### src/rtl/mrelbp_code_gen.sv
// MRELBP-NI code generator: collects one circle of interpolated samples, thresholds them against their mean.
// Optional rotation-invariant output is enabled by defining MRELBP_RI_EN.
//
// state   | meaning
// COLLECT | accept samples into the buffer and accumulate their sum
// MEAN    | mean = sum >> LOG2_PTS, clear sum
// CMP     | threshold every buffered sample against the mean
// ROT     | (MRELBP_RI_EN only) search for the minimum circular rotation of the code
// OUT     | present o_code / o_mean until downstream accepts
module mrelbp_code_gen #(
    parameter int FIXED    = 24,
    parameter int N_PTS    = 8,
    parameter int LOG2_PTS = 3
) (
    input  logic             i_clk,
    input  logic             i_rst_n,
    input  logic             i_valid,
    input  logic [FIXED-1:0] i_sample,
    output logic             o_ready,
    output logic             o_valid,
    input  logic             i_ready,
    output logic [N_PTS-1:0] o_code,
    output logic [FIXED-1:0] o_mean
);

    localparam int SUM_W = FIXED + LOG2_PTS;

    typedef enum logic [2:0] {
        COLLECT,
        MEAN,
        CMP,
`ifdef MRELBP_RI_EN
        ROT,
`endif
        OUT
    } state_t;

    state_t               state;
    logic [FIXED-1:0]     samples [N_PTS];
    logic [SUM_W-1:0]     sum;
    logic [LOG2_PTS-1:0]  idx;
    logic [FIXED-1:0]     mean;
    logic [N_PTS-1:0]     code;

`ifdef MRELBP_RI_EN
    logic [LOG2_PTS-1:0]  rot_cnt;
    logic [N_PTS-1:0]     rot_min;
    logic [N_PTS-1:0]     rot_cur;
    logic [N_PTS-1:0]     rot_next;
    logic [2*N_PTS-1:0]   code_dbl;

    // Rotation order does not matter for a minimum, so the down-counter doubles as the shift amount.
    always_comb begin
        code_dbl = {code, code} >> rot_cnt;
        rot_cur  = code_dbl[N_PTS-1:0];
        rot_next = (rot_cur < rot_min) ? rot_cur : rot_min;
    end
`endif

    assign o_ready = i_rst_n && (state == COLLECT);

    always_ff @(posedge i_clk) begin
        if (!i_rst_n) begin
            state   <= COLLECT;
            idx     <= '0;
            sum     <= '0;
            mean    <= '0;
            code    <= '0;
            o_valid <= 1'b0;
            o_code  <= '0;
            o_mean  <= '0;
`ifdef MRELBP_RI_EN
            rot_cnt <= '0;
            rot_min <= '1;
`endif
        end else begin
            case (state)
                COLLECT: begin
                    if (i_valid) begin
                        samples[idx] <= i_sample;
                        sum          <= sum + SUM_W'(i_sample);
                        idx          <= idx + LOG2_PTS'(1);
                        if (idx == LOG2_PTS'(N_PTS - 1)) begin
                            state <= MEAN;
                        end
                    end
                end
                MEAN: begin
                    // Sum of N_PTS FIXED-bit values shifted by LOG2_PTS always fits in FIXED bits.
                    mean  <= sum[SUM_W-1:LOG2_PTS];
                    sum   <= '0;
                    state <= CMP;
                end
                CMP: begin
                    for (int k = 0; k < N_PTS; k++) begin
                        code[k] <= (samples[k] >= mean);
                    end
`ifdef MRELBP_RI_EN
                    rot_cnt <= LOG2_PTS'(N_PTS - 1);
                    rot_min <= '1;
                    state   <= ROT;
`else
                    state   <= OUT;
`endif
                end
`ifdef MRELBP_RI_EN
                ROT: begin
                    rot_min <= rot_next;
                    if (rot_cnt == '0) begin
                        code  <= rot_next;
                        state <= OUT;
                    end else begin
                        rot_cnt <= rot_cnt - LOG2_PTS'(1);
                    end
                end
`endif
                OUT: begin
                    // First OUT cycle loads the output registers; handshake is only possible afterwards.
                    if (!o_valid) begin
                        o_valid <= 1'b1;
                        o_code  <= code;
                        o_mean  <= mean;
                    end else if (i_ready) begin
                        o_valid <= 1'b0;
                        state   <= COLLECT;
                    end
                end
                default: state <= COLLECT;
            endcase
        end
    end

endmodule

### config.mk
export PLATFORM = sky130hd
export DESIGN_NAME = mrelbp_code_gen
export DESIGN_NICKNAME = d
export VERILOG_FILES = /design/src/rtl/mrelbp_code_gen.sv
export SDC_FILE = /design/constraint.sdc
export NUM_CORES = 1
export LEC_CHECK = 0
export ABC_AREA = 1
export BUFFER_PORTS_ARGS = -buffer_cell sky130_fd_sc_hd__buf_2
export CORE_ASPECT_RATIO = 0.9
export CORE_MARGIN = 2
export CORE_UTILIZATION = 65
export DETAILED_ROUTE_END_ITERATION = 6
export GPL_TIMING_DRIVEN = 0
export PLACE_DENSITY = 0.8
export SYNTH_ARGS = -nofsm -noshare
export SYNTH_HDL_FRONTEND = slang
export SYNTH_SLANG_ARGS = --single-unit
### constraint.sdc
create_clock -name i_clk -period 4.1 [get_ports i_clk]
set_input_delay 0.41 -clock i_clk [delete_from_list [all_inputs] [get_ports i_clk]]
set_output_delay 0.41 -clock i_clk [all_outputs]
set_load 0.05 [all_outputs]
Word-level counts from Yosys, hierarchy flattened
Memory sizes are Yosys's and may differ from the RTL's.
Index checks and enable logic that the tools add are counted.
{ "totals": {"ff_bits": 98, "ramBits": 192, "output_inout_bits": 34, "word_cells": 48, "n_memories": 1} }
{ "op_classes": {"addsub": 2, "n_lt_le_gt_ge": 8, "n_eq_ne": 8, "muxes": 13, "bitwise_logic": 1, "n_reduce_logical": 7} }
{ "memory_table": {"columns": ["memory", "depth", "width", "read_ports", "rd_ports_with_merged_regs", "wr", "line_no", "text"], "rows": [
  ["samples", 8, 24, 8, 0, 1, "39", "logic [FIXED-1:0] samples [N_PTS];"]
]} }
{ "op_table": {"columns": ["op", "count"], "rows": [
  ["$ge A24 B24 Y1", 8],
  ["$pmux W27 S2", 1],
  ["$add A27 B24 Y27", 1],
  ["$mux W27", 1],
  ["$mux W3", 4],
  ["$pmux W3 S4", 1],
  ["$eq A3 B2 Y1 const B", 2],
  ["$mux W1", 6],
  ["$ne A2 B2 Y1 const B", 3],
  ["$reduce_and A2 Y1", 3],
  ["$reduce_and A4 Y1", 1],
  ["$add A3 B1 Y3 const B", 1],
  ["$eq A3 B1 Y1 const B", 1],
  ["$eq A3 B3 Y1 const B", 1],
  ["$logic_not A3 Y1", 1],
  ["$ne A2 B1 Y1 const B", 1],
  ["$reduce_bool A2 Y1", 1],
  ["$logic_and A1 B1 Y1", 1],
  ["$not A1 Y1", 1]
]} }

Longest topological paths before layout
Gate-level depths: netlist (run 1).
{ "depth": {"depth_word": 4, "ltp_mapped": 12} }

Least setup slack after synthesis (run 1)
Ideal clock, no wire load.
{ "synth_timing": {"kind": "reg2reg", "from": "register state[0]", "to": "memory samples[0][0], enable pin", "setup_time_ns": 0.405, "arrival_time_ns": 2.020, "path_slack_ns": 1.676, "path_stages_with_launch": 7, "n_path_buf": 0, "period_less_slack_ns": 2.424, "cell_sequence": "dfxtp_1 -> inv_1 -> ha_1 -> nand2_2 -> nor2_1 -> nand2_1 -> nor2_1"} }
{ "synth_between": {"elab_chain_cells": 4} }
{ "synth_lines": {"columns": ["element", "line_no", "text"], "rows": [
  ["from (decl)", "38", "state_t state;"],
  ["from (signal assigned)", "64", "state <= COLLECT;"],
  ["from (signal assigned)", "84", "state <= MEAN;"],
  ["from (signal assigned)", "92", "state <= CMP;"],
  ["$logic_not A3 Y1", "77", "case (state)"],
  ["$mux W1", "77", null],
  ["$mux W1", "63", "if (!i_rst_n) begin"],
  ["$mux W1 (implied by the code)", "80", "samples[idx] <= i_sample;"],
  ["to (decl)", "39", null]
]} }
Every way passes these cells.

Worst setup path after layout (run 1)
{ "layout_timing": {"from": "register state[0]", "to": "memory samples[4][4], enable pin"} }
The elaborated chain is that of the path after synthesis.

==> reports/metrics.json, run 1 <==
{
  "timing": {
    "worst_pin_slew_ns": 0.965,
    "timing_hold_violations_final": 0,
    "setup_violations": 0,
    "fin_tns_setup_ns": 0,
    "worst_slew_margin_rel": 0.355,
    "worst_slack_ns": 1.64,
    "whs_ns": 0.204,
    "timing.final.crit_share": 0.601,
    "min_period_ns": 2.46,
    "rsz0062_at_grt": "false",
    "finalClockSkew_ns": 0.0102,
    "fmaxAchievable_mhz": 406,
    "slew_viol_final": 0
  },
  "layout": {
    "register_area_um2": 7710,
    "final.fill_count": 1631,
    "layout.nets": 1944,
    "final_cell_area_um2": 17000,
    "p_r_area_growth_vs_syn_pct": 11.5,
    "diode_insertion_count_for_antenna_repair": 0,
    "multi_input_area_um2": 6860,
    "final_layout_size_suffix_gt1_frac": 0.0886
  },
  "placed_design": {
    "dp_worst_setup_slack_ns": 1.71,
    "place.port_buffers": 61,
    "detailed_place.area_um2": 16100,
    "final_weighted_congestion_in_routability_driven_placement": 0.960,
    "hpwlAfterDp_um": 28400
  },
  "synth": {
    "synth_area_per_cell_um2": 9.57,
    "synthesis.yosys.warnings": 0,
    "yosys_register_bits": 289,
    "synth_top_cell_by_area": "edfxtp_1",
    "seq_area_frac_synth": 0.505,
    "post_synth_main_area_contributors": "edfxtp_1 38%, ha_1 18%, dfxtp_1 13%",
    "post_synth_instance_area_um2": 15300,
    "syn-num-nets": 1846,
    "post_synth_inst_count": 1595,
    "count_of_distinct_cell_types_in_the_synthesized_netlist": 39,
    "synth_top_area_frac": 0.378
  },
  "global_route": {
    "grt_pass1_vias": 11800,
    "grt_usage": 0.326,
    "antenna_found_initial": 0,
    "pin_count_of_the_biggest_net_entering_global_routing": 25,
    "grt_first_pass_wirelength_um": 61100,
    "globalRoute.totalOverflow": 0
  },
  "clock_network": {
    "postCtsSetupBuffers": 0,
    "post_cts_resize_count": 0,
    "h-tree-depth": 1,
    "skew_pair_late_insertion_delay_ns": 0.55,
    "clock_sinks": 289,
    "tritoncts_clock_tree": "done",
    "clock_tree.root_cell": "clkbuf_16",
    "clk_pin_slew_worst_paths_ns": 0.06,
    "cts-root-to-sink-buffers": 3,
    "cts-hold-fix-buffers": 0,
    "cts_buffers": 30
  },
  "worst_setup_path": {
    "crit_path_max_incr_delay_ns": 0.79,
    "worstSetupPathDepth": 6,
    "cell_chain_of_the_critical_path": "inv_1, ha_1, nand2_2, nor2_1, nand2_1, nor2_4",
    "crit_path_start_kind": "flip-flop",
    "critical_path_class": "reg2reg",
    "timing.critical_path.buf_inv": 1,
    "worstRegToRegCells": 6,
    "critical-path-slowest-cell": "nor2_4",
    "worst_path_fanout_max": 24,
    "cp-end-kind": "flip-flop",
    "critPathRequiredTime_ns": 4.26,
    "timing.critical_path.arrival_ns": 2.63,
    "category_of_cells_accounting_for_the_largest_share_of_critical_path_delay": "simple AND/OR/NAND/NOR gates"
  },
  "job": {
    "max_cap_viol_count": 0
  },
  "routing": {
    "wl_um": 39600,
    "avgRoutedWirePerCell_um": 19.6,
    "vias": 11900,
    "via_density_per_instance": 5.91,
    "antenna_left": 0,
    "dr.pass1.iters": 6,
    "detailedRoute.firstIterationViolations": 1268,
    "drc": 0
  },
  "power": {
    "power.share.combinational": 0.378,
    "worst_ir_drop_vdd_uv": 297,
    "pwr-share-clk": 0.259,
    "power.sequential.fraction": 0.363,
    "power-per-cell-area_nw_per_um2": 588,
    "total_leakage_power_uw": 0.00737,
    "internal-power_uw": 6140,
    "p_sw_frac": 0.387,
    "switching_power_summed_over_all_nets_uw": 3870
  },
  "floorplan": {
    "die_area_um2": 24700,
    "die_height_um": 149,
    "placementRows": 53,
    "io_pins": 62,
    "start_util": 0.658,
    "die-width_um": 166,
    "core_um2": 23200
  },
  "hold_path": {
    "hold_path_depth": 1,
    "holdCritPathClass": "in2reg"
  },
  "status": {
    "status": "finished, final reports clean"
  }
}
power groups by stage:
| stage | Clock [uW] | Combinational (uW) | Sequential, uW |
|---|---|---|---|
| after floorplan | 0 | 2410 | 3810 |
| after global placement | 0 | 3420 | 3670 |
| after detailed placement | 0 | 3670 | 3680 |
| after CTS | 2580 | 3740 | 3630 |
| after global routing | 2710 | 4230 | 3660 |
| final | 2590 | 3780 | 3630 |
stage by stage:
| stage | cells | utilization | total power, uW |
|---|---|---|---|
| after floorplan | 1595 | - | 6220 |
| after global placement | 1958 | 0.687 | 7090 |
| after detailed placement | 1963 | 0.693 | 7350 |
| after CTS | 2018 | 0.733 | 9940 |
| after global routing | 2018 | 0.733 | 10600 |
| final | 2018 | 0.733 | 10000 |
flip-flops by register name (all words and copies together) (netlist names):
register and count:
samples 192, sum 27, mean 24, o_mean 24, code 8, o_code 8, idx 3, state 2
o_valid 1
path summary, 6_finish.rpt:
path                                       startpoint                      end  slack (ns)
worst min register to register    sum[0]$_SDFFE_PN0P_      sum[0]$_SDFFE_PN0P_        0.47
worst min-delay path                      i_sample[2]  samples[6][2]$_DFFE_PP_        0.20
worst max register to register  state[0]$_SDFFE_PN0P_  samples[4][4]$_DFFE_PP_        1.64
worst max-delay path            state[0]$_SDFFE_PN0P_  samples[4][4]$_DFFE_PP_        1.64
routing by layer:
layer  GRT usage  wire length (um)  vias up
li1            -                 -     5695
met1       0.427             15800     5542
met2       0.531             18200      565
met3      0.0500              3510      134
met4       0.161              2010        0
met5           0                 0        -
final cells by class:
cell class                 count  share of cell area
buffer                        25             0.00633
clock buffer                  44              0.0502
clock inverter                11             0.00456
inverter                     166              0.0366
multi-input combinational   1115               0.403
sequential                   289               0.453
tap                          302              0.0222
timing repair buffer          66              0.0238
placed cells by master, fill, tap and decap left out, types with 2 or more instances in the layout:
| cell type | Yosys | routed |
|---|---|---|
| nor4_1 | 4 | 4 |
| nand3b_1 | 5 | 5 |
| or2_2 | 6 | 6 |
| nor2_2 | 6 | 11 |
| buf_16 | 0 | 2 |
| dfxtp_1 | 97 | 97 |
| a21oi_2 | 2 | 2 |
| clkbuf_1 | 17 | 27 |
| o2111ai_1 | 2 | 2 |
| nand2_2 | 6 | 6 |
| nand2_1 | 364 | 364 |
| nor2_4 | 1 | 4 |
| o21bai_1 | 3 | 3 |
| nor2_1 | 110 | 102 |
| inv_2 | 3 | 3 |
| nand3_2 | 2 | 2 |
| o21a_1 | 6 | 6 |
| nand3_1 | 46 | 46 |
| buf_2 | 5 | 66 |
| clkinv_1 | 1 | 3 |
| buf_4 | 2 | 2 |
| clkinv_2 | 0 | 8 |
| inv_1 | 162 | 162 |
| ha_1 | 222 | 222 |
| a21oi_1 | 196 | 196 |
| nor3_1 | 2 | 2 |
| edfxtp_1 | 192 | 192 |
| clkbuf_8 | 0 | 3 |
| buf_8 | 0 | 3 |
| o21ai_0 | 100 | 100 |
| nand4_1 | 21 | 21 |
| clkbuf_16 | 0 | 31 |
synthesized netlist by cell type:
cell type and number:
o21ai_2 1, nand3_1 46, buf_4 2, a21oi_1 196
clkinv_1 1, inv_1 162, a22oi_1 1, o2111ai_1 2
nor3_1 2, and2_1 1, clkbuf_1 17, dfxtp_1 97
nand2_1 364, buf_1 1, buf_2 5, nor2_4 1
o21a_1 6, nand4_1 21, nor2_2 6, fa_1 1
nand3_2 2, o21bai_1 3, nand3b_1 5, a211oi_1 1
a21oi_2 2, ha_1 222, nor3b_1 1, or2_2 6
edfxtp_1 192, or2_1 1, a21o_1 1, nor4_1 4
o31ai_1 1, inv_2 3, o21ai_0 100, xor2_1 1
nand2_2 6, nor2_1 110, a21oi_4 1
logic make-up (layout without fill, tap and decap cells):
logic type | Yosys count | count (layout) | synth area share
AND/OR/NAND/NOR | 576 | 576 | 0.156
buffers and inverters | 191 | 312 | 0.0479
AO/OA/AOI/OAI | 315 | 315 | 0.107
flip-flops | 289 | 289 | 0.505
XOR/XNOR | 1 | 1 | 0.000574
adder cells (fa/ha/maj) | 223 | 223 | 0.183
No activity file was read; power rests on OpenSTA's default activity.
==> inputs of run 2 (changes only) <==
CORE_UTILIZATION = 56   (was 65)
PLACE_DENSITY = 0.73   (was 0.8)
clock period = 2.01 ns   (was 4.1 ns; I/O delays follow)
==> run 2 against run 1 <==
Compared with the run above: global-route usage shrank 2.8 points; combinational power rose by 120%; cell count is 5.1% higher; non-clock buffer count increased by 42; clock power up 120%; sequential power increased by 110%; critical path depth increased by 3; register-to-register slack lost 1.6 ns; clock skew up 0.010 ns; via count increased by 2.7%; hold slack got worse by 0.20 ns; maximum frequency grew 23%; critical path type unchanged; critical endpoint is now code[1]$_SDFFE_PN0P_; largest cell class unchanged.
==> reports/metrics.json, run 2 (synthesis results as in run 1) <==
{
  "global_route": {
    "grt_first_pass_wirelength": {"value": 64600, "unit": "um", "change": "+5.8%"},
    "top_usage_layer": "met2",
    "grt_util_met1": {"value": 0.397, "change": "-0.0293"},
    "groute.layer.met3.usage": {"value": 0.0374, "change": "-0.0126"},
    "groute.layer.met2.usage": {"value": 0.496, "change": "-0.0344"},
    "pin_count_of_the_biggest_net_entering_global_routing": {"value": 15, "change": "-40%"},
    "antenna_found_initial": {"value": 0, "change": "unchanged"},
    "globalRoute.totalOverflow": {"value": 0, "change": "unchanged"},
    "grt_usage": {"value": 0.297, "change": "-0.0285"},
    "grt_pass1_vias": {"value": 12000, "change": "+1.8%"}
  },
  "clock_network": {
    "clk_pin_slew_worst_paths": {"value": 0.07, "unit": "ns", "change": "about the same"},
    "cts-root-to-sink-buffers": {"value": 3, "change": "unchanged"},
    "clock_sinks": {"value": 289, "change": "unchanged"},
    "tritoncts_clock_tree": "done",
    "cts_buffers": {"value": 29, "change": "-3.3%"},
    "h-tree-depth": {"value": 1, "change": "unchanged"},
    "skew_pair_late_insertion_delay": {"value": 0.56, "unit": "ns", "change": "about the same"},
    "clock_tree.root_cell": "clkbuf_16"
  },
  "power": {
    "power-per-cell-area": {"value": 1200, "unit": "nW/um^2", "change": "+100%"},
    "post-layout-total-power": {"value": 21400, "unit": "uW", "change": "+110%"},
    "worst_ir_drop_vdd": {"value": 788, "unit": "uV", "change": "+170%"},
    "total_leakage_power": {"value": 0.00765, "unit": "uW", "change": "+3.8%"}
  },
  "worst_setup_path": {
    "critPathLaunch": "mean[18]$_SDFFE_PN0P_",
    "cp-end-kind": "flip-flop",
    "critical_path_class": "reg2reg",
    "critPathRequiredTime": {"value": 2.50, "unit": "ns", "change": "-1.76 ns"},
    "timing.critical_path.arrival": {"value": 2.49, "unit": "ns", "change": "-0.14 ns"},
    "crit_path_start_kind": "flip-flop",
    "worst_path_fanout_max": {"value": 8, "change": "-67%"},
    "r2r_start": "mean[18]$_SDFFE_PN0P_"
  },
  "floorplan": {
    "core": {"value": 26900, "unit": "um^2", "change": "+16%"},
    "die-width": {"value": 178, "unit": "um", "change": "+7.5%"},
    "placementRows": {"value": 57, "change": "+7.5%"},
    "io_pins": {"value": 62, "change": "unchanged"},
    "die_area": {"value": 28600, "unit": "um^2", "change": "+16%"},
    "start_util": {"value": 0.568, "change": "-0.0899"},
    "die_height": {"value": 161, "unit": "um", "change": "+7.5%"}
  },
  "timing": {
    "min_period": {"value": 2.00, "unit": "ns", "change": "-0.467 ns"},
    "worst_slew_margin_rel": {"value": 0.477, "change": "+0.122"},
    "setup_violations": {"value": 0, "change": "unchanged"},
    "timing_hold_violations_final": {"value": 0, "change": "unchanged"},
    "worst_pin_slew": {"value": 0.784, "unit": "ns", "change": "-0.181 ns"},
    "fmaxAchievable": {"value": 501, "unit": "MHz", "change": "+23%"},
    "slew_viol_final": {"value": 0, "change": "unchanged"},
    "timing.final.crit_share": {"value": 0.993, "change": "+0.392"},
    "finalClockSkew": {"value": 0.0202, "unit": "ns", "change": "+0.0101 ns"}
  },
  "layout": {
    "final_cell_area": {"value": 17800, "unit": "um^2", "change": "+4.3%"},
    "largest_register_by_flop_count": "samples",
    "p_r_area_growth_vs_syn_pct": 16.3,
    "largest_registers_in_the_final_layout": "samples (192), sum (27)",
    "largest_register_ffs": {"value": 192, "change": "unchanged"},
    "final_common_cell": "nand2_1",
    "final_cell_mix": "360 x nand2_1, 219 x ha_1, 196 x a21oi_1, 192 x edfxtp_1, 155 x inv_1",
    "diode_insertion_count_for_antenna_repair": {"value": 0, "change": "unchanged"},
    "final.fill_count": {"value": 2059, "change": "+26%"},
    "final_layout_size_suffix_gt1_frac": {"value": 0.131, "change": "+0.0422"},
    "finalNonFillerCells": {"value": 2120, "change": "+5.1%"},
    "layout.nets": {"value": 1994, "change": "+2.6%"}
  },
  "routing": {
    "vias": {"value": 12300, "change": "+2.7%"},
    "wl": {"value": 42400, "unit": "um", "change": "+7.1%"},
    "via_density_per_instance": {"value": 5.78, "change": "-2.3%"},
    "drc": {"value": 0, "change": "unchanged"},
    "detailedRoute.firstIterationViolations": {"value": 1233, "change": "-2.8%"},
    "dr.pass1.iters": {"value": 6, "change": "unchanged"},
    "avgRoutedWirePerCell": {"value": 20.0, "unit": "um", "change": "+2.0%"},
    "antenna_left": {"value": 0, "change": "unchanged"}
  },
  "hold_path": {
    "holdCritPathClass": "in2reg",
    "hold_path_startpoint": "i_sample[2]"
  },
  "job": {
    "max_cap_viol_count": {"value": 0, "change": "unchanged"}
  },
  "status": {
    "status": "finished, final reports clean"
  },
  "placed_design": {
    "hpwlAfterDp": {"value": 28500, "unit": "um", "change": "+0.23%"},
    "final_weighted_congestion_in_routability_driven_placement": {"value": 0.943, "change": "-1.8%"},
    "place.port_buffers": {"value": 61, "change": "unchanged"},
    "numPlacedInstances": {"value": 2010, "change": "+2.4%"},
    "detailed_place.area": {"value": 16000, "unit": "um^2", "change": "-0.19%"}
  }
}
## run 2: changes by cell type in the layout (fill, tap and decap cells not counted), sizes merged
cell,delta
clkbuf,-3
nor2,+8
bufinv,+2
dlygate4sd3,+2
clkinv,-2
buf,+39
clkinvlp,+10
inv,-6
## run 2: per-stage QoR
| stage | setup WS (ns) | utilization | TNS [ns] | hold slack [ns] |
|---|---|---|---|---|
| 2_1_floorplan | -0.0688 | - | -13.21 | 0.300 |
| 3_3_place_gp | -0.736 | 0.596 | -119.16 | 0.453 |
| 3_5_place_dp | -0.716 | 0.597 | -99.29 | 0.467 |
| 4_1_cts | 0.0107 | 0.649 | 0 | 0.00372 |
| 5_1_grt | -0.0748 | 0.660 | -0.179 | 0.00891 |
| 6_report | 0.0141 | 0.660 | 0 | 0.00730 |
## run 2: what timing repair did
action | in CTS | in global routing
endpoints found under the hold margin | 9 | 0
setup buffers | 24 | 21
endpoints found under the setup margin | 198 | 216
cloned | 8 | 1
hold buffers | 2 | 0
gates resized for setup | 18 | 32
pin swaps | 16 | 6
## run 2: routing by layer
| layer | vias to the layer above | part of all wire |
|---|---|---|
| met5 | - | 0 |
| met1 | 5784 | 0.41 |
| met4 | 0 | 0.041 |
| li1 | 5808 | - |
| met3 | 129 | 0.082 |
| met2 | 532 | 0.47 |
## run 2: report_power, final
group          internal, uW  total, uW  switching [uW]
Sequential             7040       7480             435
Combinational          2750       8270            5510
Clock                  3260       5600            2350
Total                 13100      21400            8300
## run 2: layout make-up
cell class | instances | area, um^2 | area share
timing repair buffer | 108 | 816 | 0.0460
tap | 354 | 443 | 0.0250
buffer | 25 | 109 | 0.00613
inverter | 166 | 653 | 0.0368
sequential | 289 | 7710 | 0.435
multi-input combinational | 1123 | 7030 | 0.396
clock inverter | 14 | 151 | 0.00853
clock buffer | 40 | 827 | 0.0466
timing repair inverter | 1 | 7.51 | 0.000423
## run 2: path summary, 6_finish.rpt
kind / endpoint / slack (ns) / depth (start not counted)
worst max-delay path: code[1]$_SDFFE_PN0P_ / 0.01 / 9
worst min-delay path: samples[6][2]$_DFFE_PP_ / 0.007 / 1
worst max register to register: code[1]$_SDFFE_PN0P_ / 0.01 / 9
worst min register to register: sum[0]$_SDFFE_PN0P_ / 0.48 / 2
## run 2: critical path, stage by stage (launching register included)
cell,delay (ns)
dfxtp_1,0.39
clkinvlp_4,0.23
buf_4,0.20
ha_1,0.27
nand2_1,0.08
inv_1,0.06
nand4_1,0.17
nor4_1,0.31
nand2_1,0.10
a21oi_1,0.12
